[src/rtl/data_mem_pkg.sv]
`default_nettype none
// ============================================================================
//  Module      : data_mem_pkg
//  Description : Shared constants, FSM encoding and byte-merge helper for the
//                parametrised data memory.
//  Revision    : 1.0 - initial release
// ============================================================================
package data_mem_pkg;

    localparam logic c_INIT = 1'b0;
    localparam logic c_RUN  = 1'b1;

    localparam int c_RD_LAT_MIN = 1;
    localparam int c_RD_LAT_MAX = 4;

    // Widest word the merge helper handles; callers zero-extend and truncate.
    localparam int c_MAX_DATA_W = 256;
    localparam int c_MAX_BE_W   = c_MAX_DATA_W / 8;

    function automatic logic [c_MAX_DATA_W-1:0] byte_merge(
        input logic [c_MAX_DATA_W-1:0] old_word,
        input logic [c_MAX_DATA_W-1:0] new_word,
        input logic [c_MAX_BE_W-1:0]   be
    );
        logic [c_MAX_DATA_W-1:0] w_merged;
        w_merged = old_word;
        for (int i = 0; i < c_MAX_BE_W; i++) begin
            if (be[i]) begin
                w_merged[8*i +: 8] = new_word[8*i +: 8];
            end
        end
        return w_merged;
    endfunction

endpackage
`default_nettype wire

[src/rtl/data_mem_rsp_pipe.sv]
`default_nettype none
// ============================================================================
//  Module      : data_mem_rsp_pipe
//  Description : Response delay line of STAGES registers; a plain wire when
//                STAGES is zero.
//  Revision    : 1.0 - initial release
// ============================================================================
module data_mem_rsp_pipe #(
    parameter int STAGES = 0,
    parameter int W      = 1
) (
    input  logic         clk,
    input  logic         rst,
    input  logic [W-1:0] i_data,
    output logic [W-1:0] o_data
);

    generate
        if (STAGES == 0) begin : g_wire
            logic w_unused;
            assign w_unused = &{1'b0, clk, rst};
            assign o_data   = i_data;
        end else begin : g_regs
            logic [W-1:0] r_stage [STAGES];

            always_ff @(posedge clk) begin
                if (rst) begin
                    for (int i = 0; i < STAGES; i++) begin
                        r_stage[i] <= '0;
                    end
                end else begin
                    r_stage[0] <= i_data;
                    for (int i = 1; i < STAGES; i++) begin
                        r_stage[i] <= r_stage[i-1];
                    end
                end
            end

            assign o_data = r_stage[STAGES-1];
        end
    endgenerate

endmodule
`default_nettype wire

[src/rtl/data_mem_param.sv]
`default_nettype none
// ============================================================================
//  Module      : data_mem_param
//  Description : Parametrised synchronous data memory with byte enables,
//                self-clearing after reset and a fixed-latency response port.
//  Revision    : 1.0 - initial release
// ============================================================================
module data_mem_param
    import data_mem_pkg::*;
#(
    parameter int DATA_W = 16,
    parameter int DEPTH  = 8,
    parameter int ADDR_W = 3,
    parameter int RD_LAT = 1
) (
    input  logic                clk,
    input  logic                rst,
    input  logic                req_valid,
    output logic                req_ready,
    input  logic                req_write,
    input  logic [ADDR_W-1:0]   req_addr,
    input  logic [DATA_W-1:0]   req_wdata,
    input  logic [DATA_W/8-1:0] req_be,
    output logic                rsp_valid,
    output logic [DATA_W-1:0]   rsp_rdata,
    output logic                rsp_err,
    output logic                init_done
);

    localparam int c_LAT = (RD_LAT < c_RD_LAT_MIN) ? c_RD_LAT_MIN :
                           (RD_LAT > c_RD_LAT_MAX) ? c_RD_LAT_MAX : RD_LAT;
    localparam int                c_PIPE_W = DATA_W + 2;
    localparam logic [ADDR_W:0]   c_DEPTH  = (ADDR_W+1)'(DEPTH);
    localparam logic [ADDR_W-1:0] c_LAST   = ADDR_W'(DEPTH - 1);

    logic [DATA_W-1:0] r_mem [DEPTH];

    logic              r_state;
    logic [ADDR_W-1:0] r_cnt;
    logic              r_ready;
    logic              r_init_done;

    logic              r_s0_valid;
    logic              r_s0_err;
    logic [DATA_W-1:0] r_s0_rdata;

    logic              w_accept;
    logic              w_in_range;
    logic [DATA_W-1:0] w_merged;
    logic [c_PIPE_W-1:0] w_pipe_out;

    assign w_accept   = req_valid && r_ready;
    assign w_in_range = {1'b0, req_addr} < c_DEPTH;
    assign w_merged   = DATA_W'(byte_merge(c_MAX_DATA_W'(r_mem[req_addr]),
                                           c_MAX_DATA_W'(req_wdata),
                                           c_MAX_BE_W'(req_be)));

    // The array has no reset of its own: the INIT sweep is what clears it.
    always_ff @(posedge clk) begin
        if (r_state == c_INIT) begin
            r_mem[r_cnt] <= '0;
        end else if (w_accept && w_in_range && req_write) begin
            r_mem[req_addr] <= w_merged;
        end
    end

    always_ff @(posedge clk) begin
        if (rst) begin
            r_state     <= c_INIT;
            r_cnt       <= '0;
            r_ready     <= 1'b0;
            r_init_done <= 1'b0;
        end else begin
            case (r_state)
                c_INIT: begin
                    if (r_cnt == c_LAST) begin
                        r_state     <= c_RUN;
                        r_cnt       <= '0;
                        r_ready     <= 1'b1;
                        r_init_done <= 1'b1;
                    end else begin
                        r_cnt <= r_cnt + ADDR_W'(1);
                    end
                end
                default: begin
                    r_state <= c_RUN;
                end
            endcase
        end
    end

    // First response stage; data and error stay zero unless a response is valid.
    always_ff @(posedge clk) begin
        if (rst) begin
            r_s0_valid <= 1'b0;
            r_s0_err   <= 1'b0;
            r_s0_rdata <= '0;
        end else begin
            r_s0_valid <= w_accept;
            r_s0_err   <= w_accept && !w_in_range;
            r_s0_rdata <= (w_accept && w_in_range && !req_write) ? r_mem[req_addr] : '0;
        end
    end

    data_mem_rsp_pipe #(
        .STAGES (c_LAT - 1),
        .W      (c_PIPE_W)
    ) u_rsp_pipe (
        .clk    (clk),
        .rst    (rst),
        .i_data ({r_s0_valid, r_s0_err, r_s0_rdata}),
        .o_data (w_pipe_out)
    );

    assign {rsp_valid, rsp_err, rsp_rdata} = w_pipe_out;
    assign req_ready = r_ready;
    assign init_done = r_init_done;

endmodule
`default_nettype wire

[config.mk]
export PLATFORM = sky130hd
export DESIGN_NAME = data_mem_param
export DESIGN_NICKNAME = d
export VERILOG_FILES = /design/src/rtl/data_mem_pkg.sv /design/src/rtl/data_mem_rsp_pipe.sv /design/src/rtl/data_mem_param.sv
export SDC_FILE = /design/constraint.sdc
export NUM_CORES = 1
export LEC_CHECK = 0
export BUFFER_PORTS_ARGS = -buffer_cell sky130_fd_sc_hd__buf_2
export CORE_UTILIZATION = 40
export DETAILED_ROUTE_END_ITERATION = 12
export PLACE_DENSITY_LB_ADDON = 0.3
export RECOVER_POWER = 50
export SLEW_MARGIN = 10
export SYNTH_ARGS = -nofsm -noshare
export SYNTH_HDL_FRONTEND = slang
export SYNTH_SLANG_ARGS = --single-unit
[constraint.sdc]
create_clock -name clk -period 2 [get_ports clk]
set_input_delay 0.4 -clock clk [delete_from_list [all_inputs] [get_ports clk]]
set_output_delay 0.4 -clock clk [all_outputs]
set_load 0.05 [all_outputs]
**Yosys cells after proc, flatten, opt, wreduce, memory -nomap -nowiden**

Memory sizes are Yosys's and may differ from the RTL's.
Index checks and enable logic that the tools add are counted.

- $add $sub $neg: 1
- Eq/ne operators: 1
- Mux-type cells: 12
- Bitwise logic cells: 2
- Reduce and logical (&&, ||, !) cells: 7

Operators with widths:

| kind | count |
|---|---|
| 2-to-1 mux 16 bit | 1 |
| 2-to-1 mux 8 bit | 2 |
| OR reduction 16 bit | 1 |
| 2-to-1 mux 1 bit | 7 |
| 2-to-1 mux 3 bit | 2 |
| adder 3 x 1 -> 3 bit, second input constant | 1 |
| equality test 3 bit, second input constant | 1 |
| logical AND 1 bit | 3 |
| inverter 1 bit | 2 |
| AND reduction 2 bit | 1 |
| OR reduction 2 bit | 1 |
| zero test 1 bit | 1 |

- Register bits after elaboration: 22
- Memory bits (writable): 128
- Bits of input ports: 25
- Output and inout bits: 20
- Word-level logic and storage cells: 29
- Memories kept: 1

Memory list:

| name | words | bits a word | read ports | clocked after memory_dff | wr ports | RTL line | text |
|---|---|---|---|---|---|---|---|
| r_mem | 8 | 16 | 1 | 0 | 1 | data_mem_param.sv:36 | `logic [DATA_W-1:0] r_mem [DEPTH];` |

**Depth between registers and ports, before layout**

Gate-level depths: netlist of the first run.

- Word-level depth: 7
- Mapped depth: 7
- Gate-level depth less buffers: 5

**Hierarchy**

From an unflattened synthesis of the first run, not the netlist that was laid out.

- Cell total of the unflattened synthesis: 399
- Area, all modules: 6012.0 um^2

Modules (own cells, without submodules):

| module | times used | cells each | area an instance (um^2) | sequential area each (um^2) |
|---|---|---|---|---|
| data_mem_param | 1 | 381 | 5876.9 | 4284.1 |
| data_mem_rsp_pipe | 1 | 18 | 135.1 | 0.0 |

**Worst setup path after synthesis of the first run**

No wires, ideal clock.

- Path kind: register to register
- Start: reg, netlist name init_done
- End: mem r_mem[2][0] (enable)
- Arrival: 2068 ps
- Required time: 1612 ps
- Path slack: -457 ps
- Stages on the path, launching flop included: 5
- Path buffers: 1
- Clock period less this slack: 2457 ps
- Cell sequence: dfxtp_1 and4_1 clkbuf_1 a21oi_1 nor2_1

RTL lines:

| item | RTL line |
|---|---|
| end, declared | data_mem_param.sv:36 |

==> results of run 1 <==
==> layout make-up <==
class / instances / share of cell area [%]
multi-input cells: 204 / 20.7
clock buffers: 17 / 5.98
inverters: 4 / 0.211
flip-flops and latches: 150 / 60.3
well taps: 180 / 3.17
clock inverters: 15 / 1.60
repair buffers: 87 / 8.04
==> power by group through the flow <==
stage / combinational, mW / sequential [mW] / clock (mW)
after CTS: 0.492 / 3.54 / 2.94
after global placement: 0.482 / 3.60 / 0
after detailed placement: 0.489 / 3.61 / 0
after floorplan: 0.309 / 3.60 / 0
final: 0.486 / 3.54 / 2.90
after global routing: 0.533 / 3.55 / 3.08
==> flip-flops by register name, indices dropped and copies added, names as in the netlist <==
name        count
r_mem         128
r_s0_rdata     16
r_cnt           3
init_done       1
r_s0_valid      1
r_state         1
==> Yosys cell counts, drive strengths merged <==
cell / number / area share, %
dfxtp: 22 / 7.5
nor3b: 2 / 0.26
nand4: 1 / 0.11
ha: 2 / 0.43
nor3: 1 / 0.085
buf: 19 / 2.8
edfxtp: 128 / 65
a21oi: 22 / 1.9
mux2i: 66 / 11
a22oi: 32 / 4.1
a31oi: 1 / 0.11
and3: 3 / 0.32
or3: 1 / 0.11
nand2: 17 / 1.1
inv: 4 / 0.26
clkbuf: 5 / 0.32
o21ai: 18 / 1.5
and4: 1 / 0.15
nor2b: 2 / 0.21
and2: 1 / 0.11
conb: 1 / 0.064
nor2: 33 / 2.1
==> through the flow <==
stage / utilization (%) / cell area (um^2) / hold WS (ns) / TNS [ns] / setup WS (ns)
6_report: 50.4 / 7110 / 0.229 / 0 / 0.213
3_3_place_gp: 47.2 / 6650 / 0.479 / 0 / 0.0201
2_1_floorplan: - / 5960 / 0.465 / 0 / 0.121
5_1_grt: 50.4 / 7110 / 0.243 / 0 / 0.0578
3_5_place_dp: 47.2 / 6650 / 0.496 / -0.0112 / -0.00171
4_1_cts: 51.0 / 7190 / 0.218 / 0 / 0.206
==> layer usage <==
| layer | part of all wire, % | up-vias | wire length, um |
|---|---|---|---|
| li1 | - | 1620 | - |
| met1 | 45 | 1653 | 5340 |
| met2 | 48 | 74 | 5700 |
| met3 | 5.2 | 17 | 619 |
| met4 | 1.2 | 0 | 145 |
| met5 | 0 | - | 0 |
==> worst max path at each step <==
| stage | from | slack [ns] | endpoint | cells past startpoint |
|---|---|---|---|---|
| after detailed placement | req_write | -0.002 | r_mem[3][6] | 5 |
| after floorplan | init_done | 0.12 | r_mem[2][0] | 4 |
| after global placement | req_write | 0.02 | r_mem[3][6] | 5 |
| after CTS | init_done | 0.21 | r_mem[5][8] | 4 |
| after global routing | init_done | 0.06 | r_mem[0][7] | 5 |
| final | init_done | 0.21 | r_mem[3][6] | 4 |
==> worst max-delay path, stage by stage, from the launching register on <==
cell	delay, ns
dfxtp_2	0.34
and4_1	0.23
nor3b_1	0.22
a21oi_1	0.14
nor2_4	0.48
==> logic make-up (layout without fill, tap and decap cells) <==
logic type / count (synthesis) / in the layout
buffers and inverters: 28 / 123
adders and majority gates: 2 / 2
and+or+nand+nor: 62 / 62
muxes: 66 / 66
other: 1 / 1
DFF: 150 / 150
AOI/OAI and AO/OA: 73 / 73
==> out/results.ini, run 1 <==
[synth]
yosys.area_share.xor_xnor_pct=0
yosysSeqAreaShare_pct=72.8
syn_area_mm2=0.00588
synth_fa_ha_area_share_pct=0.425
synth_top_family_by_area=multiplexers
synth_compound_area_share_pct=7.59
synth.area.mux_share_pct=11.2
synth.avg_cell_area_um2=15.4
ys_warn_count=0
synth_simple_gate_area_share_pct=4.53
ys_types=26
ys_seq_elements=150
syn_nets=409
synth_cells=382

[critical_path]
critPathCaptureType=register
critical_path_class=register to register
critPathLaunchType=register
critPathMaxFanout=16
rr_worst_depth=4
r2r-start=init_done
cp.required_ns=2.05
worstPathArrival_ns=1.84
reg2reg_setup_slack_ns=0.21
regToRegEndpoint=r_mem[3][6]

[die]
die_w_um=123
num_io_pins=45
die_area_mm2=0.0152
num_rows=43
start_util_pct=41.7
die_y_um=123
core_region_area_mm2=0.0141

[global_route]
first_global_vias=3480
grt.busiest_layer=met2
globalRoute.totalOverflow=0
grt_start_max_net_pins=21
track_usage_pct=17.3
gr-usage-met1_pct=22.9
grt_pass1_wl_mm=18.7
met3_usage_pct=5.03
antenna_found_initial=0
gr-usage-met2_pct=27.1

[route]
drt-initial-drc-count=280
wl_per_cell_um=18.0
vias=3364
drt-total-wl_mm=11.8
antenna_left=0
vias_per_cell=5.12
dr.pass1.iters=5
drc=0

[power_and_ir_drop]
net-switching-power_mw=1.54
fin_total_pwr_mw=6.92
power_density_mw_per_mm2=974
internal_power_mw=5.38
swShare_pct=22.3
power.leakage_nw=2.74
p_seq_share_pct=51.2
p_clk_share_pct=41.8
peakVddDrop_mv=0.599
combPwrFrac_pct=7.0

[finish]
n_fill_cell=1222
drive_gt1_share_pct=20.8
final_cell_mix=edfxtp_1 (128), mux2i_1 (66), a22oi_1 (32)
final_common_cell=edfxtp_1
area_growth_pct=20.8
multi_input_area_mm2=0.00147
diodes=0
layout.cells.non_filler=657
regArea_mm2=0.00429
nets=491

[hold_path]
worstHoldStart=rst
holdPathEnd=init_done
holdCritPathClass=input port to register
holdPathStages=2

[clocking]
numCtsBuffers=17
h-tree-depth=4
clk_pin_slew_ns=0.06
cts.repair.resized=0
cts_root_buf=clkbuf_16
clock_sinks=150
insertion_delay_ns=0.42
cts_buffer_depth=2
cts_tree=done
hold_buffers=0
cts_setup_buffers=0

[sta]
slew_headroom_pct=57.3
report.final.setup_viol=0
slew_viol_final=0
finalHoldViolations=0
min_period_ns=1.79
worst_pin_slew_ns=0.638
period_share_pct=89.3
fin_worst_skew_ns=0.00602
max_freq_mhz=560
rsz0062_at_grt=no

[job]
max-cap-violations=0

[place]
gp_congestion=0.736
hpwl_mm=7.48
dp.cells=625
portBuffers=43

[outcome]
status=completed

Power figures use the tool's default switching activity.
==> run 2, diff against run 1 <==
--- a/config.mk
+++ b/config.mk
@@ -6,10 +6,12 @@
 export NUM_CORES = 1
 export LEC_CHECK = 0
 export BUFFER_PORTS_ARGS = -buffer_cell sky130_fd_sc_hd__buf_2
+export CORE_MARGIN = 4
 export CORE_UTILIZATION = 40
 export DETAILED_ROUTE_END_ITERATION = 12
 export PLACE_DENSITY_LB_ADDON = 0.3
 export RECOVER_POWER = 50
+export SETUP_SLACK_MARGIN = 0.1
 export SLEW_MARGIN = 10
 export SYNTH_ARGS = -nofsm -noshare
 export SYNTH_HDL_FRONTEND = slang
==> out/results.ini, run 2 (synthesis results as in run 1) <==
[outcome]
status=completed

[die]
die_y_um=129
core_region_area_mm2=0.0145
num_io_pins=45
num_rows=44
start_util_pct=40.6
die_w_um=129
die_area_mm2=0.0167

[global_route]
gr-usage-met1_pct=19.5
antenna_found_initial=0
grt.busiest_layer=met2
gr-usage-met2_pct=24.9
globalRoute.totalOverflow=0
grt_pass1_wl_mm=18.7
track_usage_pct=15.2
first_global_vias=3418
met3_usage_pct=4.04
grt_start_max_net_pins=34

[job]
max-cap-violations=0

[clocking]
numCtsBuffers=17
insertion_delay_ns=0.42
clk_pin_slew_ns=0.06
h-tree-depth=4
cts_root_buf=clkbuf_16
cts_buffer_depth=2
cts_tree=done
cts.repair.resized=0
clock_sinks=150

[sta]
setup_tns_ns=0
min_period_ns=1.83
fin_worst_skew_ns=0.00620
whs_ns=0.222
slew_viol_final=0
max_freq_mhz=547
rsz0062_at_grt=no
slew_headroom_pct=59.0
worst_pin_slew_ns=0.617
period_share_pct=91.3
finalHoldViolations=0
report.final.setup_viol=0

[power_and_ir_drop]
power_density_mw_per_mm2=973
fin_total_pwr_mw=6.93
power.leakage_nw=2.75
peakVddDrop_mv=0.581

[finish]
drive_gt1_share_pct=21.8
regMostFlops=r_mem
finalInstanceArea_mm2=0.00712
nets=491
largest_register_ffs=128
final_cell_mix=edfxtp_1 (128), mux2i_1 (66), a22oi_1 (32)
n_fill_cell=1239
reg_top3=r_mem (128), r_s0_rdata (16), r_cnt (3)
diodes=0
layout.cells.non_filler=661
area_growth_pct=21.0
final_common_cell=edfxtp_1

[place]
hpwl_mm=7.52
dp.cells=627
place_area_mm2=0.00661
portBuffers=43
gp_congestion=0.755

[hold_path]
holdCritPathClass=input port to register

[route]
drt-initial-drc-count=195
wl_per_cell_um=18.1
drt-total-wl_mm=11.9
antenna_left=0
vias=3330
dr.pass1.iters=5
vias_per_cell=5.04
drc=0

[critical_path]
crit_path_cell_trace=and3_1 -> and3_1 -> a21oi_2 -> buf_12 -> nor2_4
crit_top_cell=and3_1
cp_top_family=simple AND/OR/NAND/NOR gates
cp.required_ns=2.05
critPathSlowestCell=nor2_4
cpPeakStageDelay_ns=0.46
worstPathArrival_ns=1.88
critPathLaunchType=register
critical_path_class=register to register
critPathMaxFanout=16
worst-path-buf-inv=1
critPathCaptureType=register

## run 2: cell types whose count changed in the layout (fill, tap and decap cells not counted), sizes merged
cell,previous run,this run
buf,52,55
inv,5,4
clkinvlp,5,6
clkbuf,52,50
clkinv,8,7
## run 2: per-stage QoR
stage / setup slack, ns / utilization [%]
2_1_floorplan: 0.121 / -
3_3_place_gp: 0.0286 / 45.7
3_5_place_dp: -0.0195 / 45.7
4_1_cts: 0.115 / 49.4
5_1_grt: 0.0556 / 49.2
6_report: 0.173 / 49.2
## run 2: per-layer routing
layer,part of all wire (%),routed length (um),up-vias
li1,-,-,1622
met1,43,5080,1623
met2,50,6010,76
met3,6.1,728,9
met4,1.0,122,0
met5,0,0,-
## run 2: layout make-up
cell class                      count  area [um^2]  share of cell area [%]
Clock buffer                       18          429                    6.03
Multi-Input combinational cell    204         1470                    20.7
Sequential cell                   150         4280                    60.2
Timing Repair Buffer               87          574                    8.07
Inverter                            4         15.0                   0.211
Tap cell                          184          230                    3.23
Clock inverter                     14          113                    1.58
## run 2: power breakdown
part / leakage (nW) / switching (mW) / internal [mW] / total (mW)
Combinational: 1.04 / 0.294 / 0.195 / 0.489
Clock: 0.251 / 1.21 / 1.69 / 2.90
Sequential: 1.47 / 0.0350 / 3.50 / 3.54
## run 2: path summary, 6_finish.rpt
path	cells after the start	startpoint	slack [ns]	to
max	5	init_done	0.17	r_mem[3][9]
min	2	rst	0.22	r_state
max reg2reg	5	init_done	0.17	r_mem[3][9]
min reg2reg	2	init_done	0.52	r_s0_valid
## run 2: timing repair
item,CTS,global route
endpoints found under the setup margin,0,32
setup buffers,0,2
hold buffers,0,0
